**config.mk**
```make
export PLATFORM = sky130hd
export DESIGN_NAME = joy_fourway_filter
export DESIGN_NICKNAME = d
export VERILOG_FILES = /design/src/rtl/joy_fourway_filter.sv
export SDC_FILE = /design/constraint.sdc
export NUM_CORES = 1
export LEC_CHECK = 0
export ABC_AREA = 1
export CAP_MARGIN = 20
export CORE_MARGIN = 10
export CORE_UTILIZATION = 54
export CTS_CLUSTER_DIAMETER = 200
export DETAILED_ROUTE_END_ITERATION = 16
export HOLD_SLACK_MARGIN = 0.05
export PLACE_DENSITY = 0.81
export SYNTH_ARGS = -nofsm -noshare
export SYNTH_HDL_FRONTEND = slang
export SYNTH_SLANG_ARGS = --single-unit
```
**constraint.sdc**
```tcl
create_clock -name clk -period 3.15 [get_ports clk]
set_input_delay 0.4725 -clock clk [delete_from_list [all_inputs] [get_ports clk]]
set_output_delay 0.4725 -clock clk [all_outputs]
set_load 0.01 [all_outputs]
```
**src/rtl/joy_fourway_filter.sv**
```systemverilog
// Four-way joystick restrictor: collapses an SOCD-cleaned {up,down,left,right}
// input to at most one direction, with selectable diagonal policy and dwell hold.
//
// state    | meaning
// ---------+-------------------------------------------
// ST_IDLE  | no direction asserted on diroutput
// ST_UP    | diroutput = 4'b1000
// ST_DOWN  | diroutput = 4'b0100
// ST_LEFT  | diroutput = 4'b0010
// ST_RIGHT | diroutput = 4'b0001
module joy_fourway_filter #(
    parameter logic [1:0] MODE  = 2'd0,
    parameter logic [7:0] DWELL = 8'd0
) (
    input  logic       clk,
    input  logic       reset,
    input  logic       ce,
    input  logic       enable,
    input  logic [3:0] dirinput,
    output logic [3:0] diroutput,
    output logic       diagonal
);

    typedef enum logic [2:0] {
        ST_IDLE  = 3'd0,
        ST_UP    = 3'd1,
        ST_DOWN  = 3'd2,
        ST_LEFT  = 3'd3,
        ST_RIGHT = 3'd4
    } state_t;

    state_t     state;
    state_t     state_d;
    state_t     cand;
    state_t     vdir;
    state_t     hdir;
    logic [3:0] prev_in;
    logic [3:0] eff;
    logic [3:0] newbits;
    logic [3:0] dir_d;
    logic [7:0] cnt;
    logic [7:0] cnt_d;
    logic [7:0] cnt_inc;
    logic       vhas;
    logic       hhas;
    logic       vnew;
    logic       hnew;
    logic       held;
    logic       diag_d;

    // Opposite bits on one axis cancel that axis, even if upstream SOCD cleaning slipped.
    always_comb begin
        eff = dirinput;
        if (dirinput[3] && dirinput[2]) eff[3:2] = 2'b00;
        if (dirinput[1] && dirinput[0]) eff[1:0] = 2'b00;
    end

    assign newbits = dirinput & ~prev_in;
    assign vhas    = |eff[3:2];
    assign hhas    = |eff[1:0];
    assign vnew    = |(newbits[3:2] & eff[3:2]);
    assign hnew    = |(newbits[1:0] & eff[1:0]);
    assign vdir    = eff[3] ? ST_UP : ST_DOWN;
    assign hdir    = eff[1] ? ST_LEFT : ST_RIGHT;
    assign held    = (state == vdir) || (state == hdir);
    assign cnt_inc = (cnt == 8'hFF) ? cnt : cnt + 8'd1;

    always_comb begin
        cand = ST_IDLE;
        if (vhas && !hhas) begin
            cand = vdir;
        end else if (hhas && !vhas) begin
            cand = hdir;
        end else if (vhas && hhas) begin
            case (MODE)
                2'd0: begin
                    if (hnew && !vnew)      cand = hdir;
                    else if (vnew)          cand = vdir;
                    else if (held)          cand = state;
                    else                    cand = vdir;
                end
                2'd1:    cand = held ? state : vdir;
                default: cand = vdir;
            endcase
        end
    end

    always_ff @(posedge clk) begin
        if (reset) begin
            state     <= ST_IDLE;
            cnt       <= 8'd0;
            prev_in   <= 4'b0000;
            diroutput <= 4'b0000;
            diagonal  <= 1'b0;
        end else if (ce) begin
            state     <= state_d;
            cnt       <= cnt_d;
            prev_in   <= dirinput;
            diroutput <= dir_d;
            diagonal  <= diag_d;
        end
    end

    always_comb begin
        state_d = state;
        cnt_d   = cnt_inc;
        if (!enable) begin
            state_d = ST_IDLE;
            cnt_d   = 8'd0;
        end else if (cand == state) begin
            cnt_d = cnt_inc;
        end else if (state == ST_IDLE || cand == ST_IDLE || cnt >= DWELL) begin
            state_d = cand;
            cnt_d   = 8'd0;
        end
    end

    always_comb begin
        dir_d  = 4'b0000;
        diag_d = vhas && hhas;
        if (!enable) begin
            dir_d = eff;
        end else begin
            case (state_d)
                ST_UP:    dir_d = 4'b1000;
                ST_DOWN:  dir_d = 4'b0100;
                ST_LEFT:  dir_d = 4'b0010;
                ST_RIGHT: dir_d = 4'b0001;
                default:  dir_d = 4'b0000;
            endcase
        end
    end

endmodule

```
==> impl_metrics.env <==
export IMPL_outcome="complete, no violations"
export IMPL_worst_setup_hold_path_clk_slew_ns=0.07
export IMPL_power_per_cell_area_nw_per_um2=402
export IMPL_dieHeight_um=57.8
export IMPL_dieArea_sq_um=3350
export IMPL_yosys_warnings=0
export IMPL_worstReg2RegStart="state[1]"
export IMPL_finish_net_count=150
export IMPL_hold_end="diroutput[1]"
export IMPL_cts_post_setup_buffers_inserted=0
export IMPL_insertion_delay_ns=0.28
export IMPL_timing_fmax_mhz=471
export IMPL_fin_hold_viols=0
export IMPL_detailed_place_hpwl_um=1470
export IMPL_synth_yosys_seq_area_share=0.311
export IMPL_post_synth_top_area_share=0.311
export IMPL_floorplan_io_pins=13
export IMPL_portBuffers=12
export IMPL_irDropWorstVdd_mv=0.256
export IMPL_worstHoldStart="diroutput[1]"
export IMPL_ys_dominant_reg_cell="sky130_fd_sc_hd__dfxtp_1"
export IMPL_total_leakage_power_nw=0.436
export IMPL_mappedNetlistNets=136
export IMPL_reg2reg_slack_ns=1.70
export IMPL_synth_cell_types=16
export IMPL_synthArstFlopShare=0
export IMPL_cp_required_ns=3.32
export IMPL_slew_viol_final=0
export IMPL_reg2reg_to="diroutput[1]"
export IMPL_ctsLongestPathBuffers=2
export IMPL_postSynthRegisterBits=12
export IMPL_core_area_sq_um=1330
export IMPL_number_of_global_route_vias_before_repair=764
export IMPL_drt_wl_total_um=1900
export IMPL_post_synth_cell_area_avg_sq_um=6.24
export IMPL_tritoncts="yes"
export IMPL_synth_top_cells_by_area="sky130_fd_sc_hd__dfxtp_1 31%, sky130_fd_sc_hd__nand2_1 11%, sky130_fd_sc_hd__o21ai_0 9.7%, sky130_fd_sc_hd__inv_1 8.7%, sky130_fd_sc_hd__nor2_1 8.7%"
export IMPL_remaining_drc_errors=0
export IMPL_cap_viol_max_count=0
export IMPL_postSynthCellCount=124
export IMPL_worstRegToRegCells=14
export IMPL_layout_drive_gt1_share=0.0735
export IMPL_antenna_cells=0
export IMPL_crit_path_max_fanout=7
export IMPL_htree_num_levels=1
export IMPL_clk_root_buffer_cell="sky130_fd_sc_hd__clkbuf_4"
export IMPL_netlist_top_cell_by_area="sky130_fd_sc_hd__dfxtp_1"
export IMPL_antenna_violating_nets_post_route=0
export IMPL_post_cts_resized=0
export IMPL_flow_area_growth_from_synthesis_pct=19.4
export IMPL_rows=13
export IMPL_detail_route_iter0_violations=21
export IMPL_initial_core_util=0.580
export IMPL_die_w_um=57.8
export IMPL_layout_cells_most_common="sky130_fd_sc_hd__nand2_1"
export IMPL_quantity_of_hold_fixing_buffers_added_after_cts=0
export IMPL_grt_ovfl_total=0
export IMPL_min_path_type="reg -> reg"
export IMPL_mostFrequentLayoutCells="22 x sky130_fd_sc_hd__nand2_1, 18 x sky130_fd_sc_hd__inv_1, 18 x sky130_fd_sc_hd__nor2_1, 15 x sky130_fd_sc_hd__o21ai_0"
export IMPL_clock_buffer_count_from_cts=3
export IMPL_wl_cell_um=12.6
export IMPL_worst_slew_pin_transition_ns=0.632
export IMPL_grt_usage=0.117
export IMPL_pin_count_of_the_biggest_net_entering_global_routing=23
export IMPL_drt_pass1_iterations=4
export IMPL_edff_count_synth=0
export IMPL_grt_antenna_before_repair=0
export IMPL_timing_final_crit_share=0.674
export IMPL_timing_slew_headroom=0.577
export IMPL_unrepaired_setup_endpoints_after_global_routing="false"
export IMPL_setup_tns_final_ns=0
export IMPL_report_final_setup_viol=0
export IMPL_arrival_ns=2.29
export IMPL_hold_worst_slack_ns=0.518
export IMPL_worst_setup_path_end_kind="flip-flop"
export IMPL_post_synth_instance_area_sq_um=773
export IMPL_tritoncts_num_sinks=12
export IMPL_gp_congestion=0.894
export IMPL_post_route_min_period_ns=2.12
export IMPL_fin_worst_skew_ns=0.00795
export IMPL_grt_pass1_wl_um=3200
export IMPL_dr_total_vias=802
export IMPL_avgViaCountPerCell=5.31
export IMPL_worstSetupStartpointType="input pin"
export IMPL_path_class="in -> reg"
export IMPL_holdPathStages=2
export IMPL_crit_path_start="dirinput[0]"
==> power by group <==
part | switching [mW] | internal, mW | leakage (nW)
clock network | 0.0520 | 0.0444 | 0.0138
registers | 0.00760 | 0.162 | 0.0994
logic | 0.0612 | 0.0436 | 0.323
total | 0.121 | 0.250 | 0.436
==> registers in the layout (all words and copies together), names as in the netlist <==
signal	flops
prev_in	4
diagonal	1
state	3
diroutput	4
==> metal layers <==
metal  track usage  vias up  share of wire
met5             0        -              0
met4        0.0302        0          0.014
met3        0.0501        4          0.053
met2         0.212       12           0.50
met1         0.120      365           0.44
li1              -      421              -
==> critical path: stages <==
cell,delay [ns]
sky130_fd_sc_hd__clkdlybuf4s50_1,0.49
sky130_fd_sc_hd__inv_1,0.07
sky130_fd_sc_hd__ha_1,0.29
sky130_fd_sc_hd__o21ai_0,0.18
sky130_fd_sc_hd__nand2_1,0.12
sky130_fd_sc_hd__nor2_4,0.11
sky130_fd_sc_hd__nand3_1,0.07
sky130_fd_sc_hd__nand2_1,0.06
sky130_fd_sc_hd__nand2_1,0.04
sky130_fd_sc_hd__nand2_1,0.08
sky130_fd_sc_hd__nand2_2,0.06
sky130_fd_sc_hd__nand2_1,0.07
sky130_fd_sc_hd__nor2_1,0.04
sky130_fd_sc_hd__nor2_1,0.08
sky130_fd_sc_hd__nor2_1,0.04
==> final cells by class <==
cell class,count,area (sq um)
Multi-Input combinational cell,90,450
Fill cell,135,410
Sequential cell,12,240
Timing Repair Buffer,12,120
Inverter,19,71.3
Clock buffer,3,22.5
Tap cell,15,18.8
==> synthesized netlist by cell type (2+ instances only) <==
cell type,number
sky130_fd_sc_hd__o21ai_0,15
sky130_fd_sc_hd__dfxtp_1,12
sky130_fd_sc_hd__inv_1,18
sky130_fd_sc_hd__clkbuf_1,3
sky130_fd_sc_hd__nand3_1,12
sky130_fd_sc_hd__nand2_1,22
sky130_fd_sc_hd__ha_1,4
sky130_fd_sc_hd__nor2_1,18
sky130_fd_sc_hd__nand2_2,2
sky130_fd_sc_hd__a21oi_1,12
==> worst max path at each step <==
stage / cells after the start / endpoint / slack [ns]
global route: 15 / diroutput[1] / 0.83
detailed placement: 15 / diroutput[1] / 0.74
floorplan: 14 / diroutput[1] / 1.43
global placement: 15 / diroutput[1] / 0.80
CTS: 15 / diroutput[1] / 1.04
finish: 15 / diroutput[1] / 1.03
==> metrics by stage <==
step / utilization / cell area, sq um / setup WS, ns / std cells / total power [mW]
2_1_floorplan: - / 773 / 1.43 / 124 / 0.241
3_3_place_gp: 0.675 / 901 / 0.803 / 148 / 0.273
3_5_place_dp: 0.675 / 901 / 0.743 / 148 / 0.277
4_1_cts: 0.692 / 923 / 1.04 / 151 / 0.375
5_1_grt: 0.692 / 923 / 0.831 / 151 / 0.392
6_report: 0.692 / 923 / 1.03 / 151 / 0.371
==> kinds of logic (layout without fill, tap and decap cells) <==
group,count (synthesis),in the layout,synth area share
and+or+nand+nor,58,58,0.332
AOI/OAI and AO/OA,28,28,0.186
buffers and inverters,22,34,0.107
DFF,12,12,0.311
adders and majority gates,4,4,0.0647
Note: power is estimated with default switching activity, not from simulation.
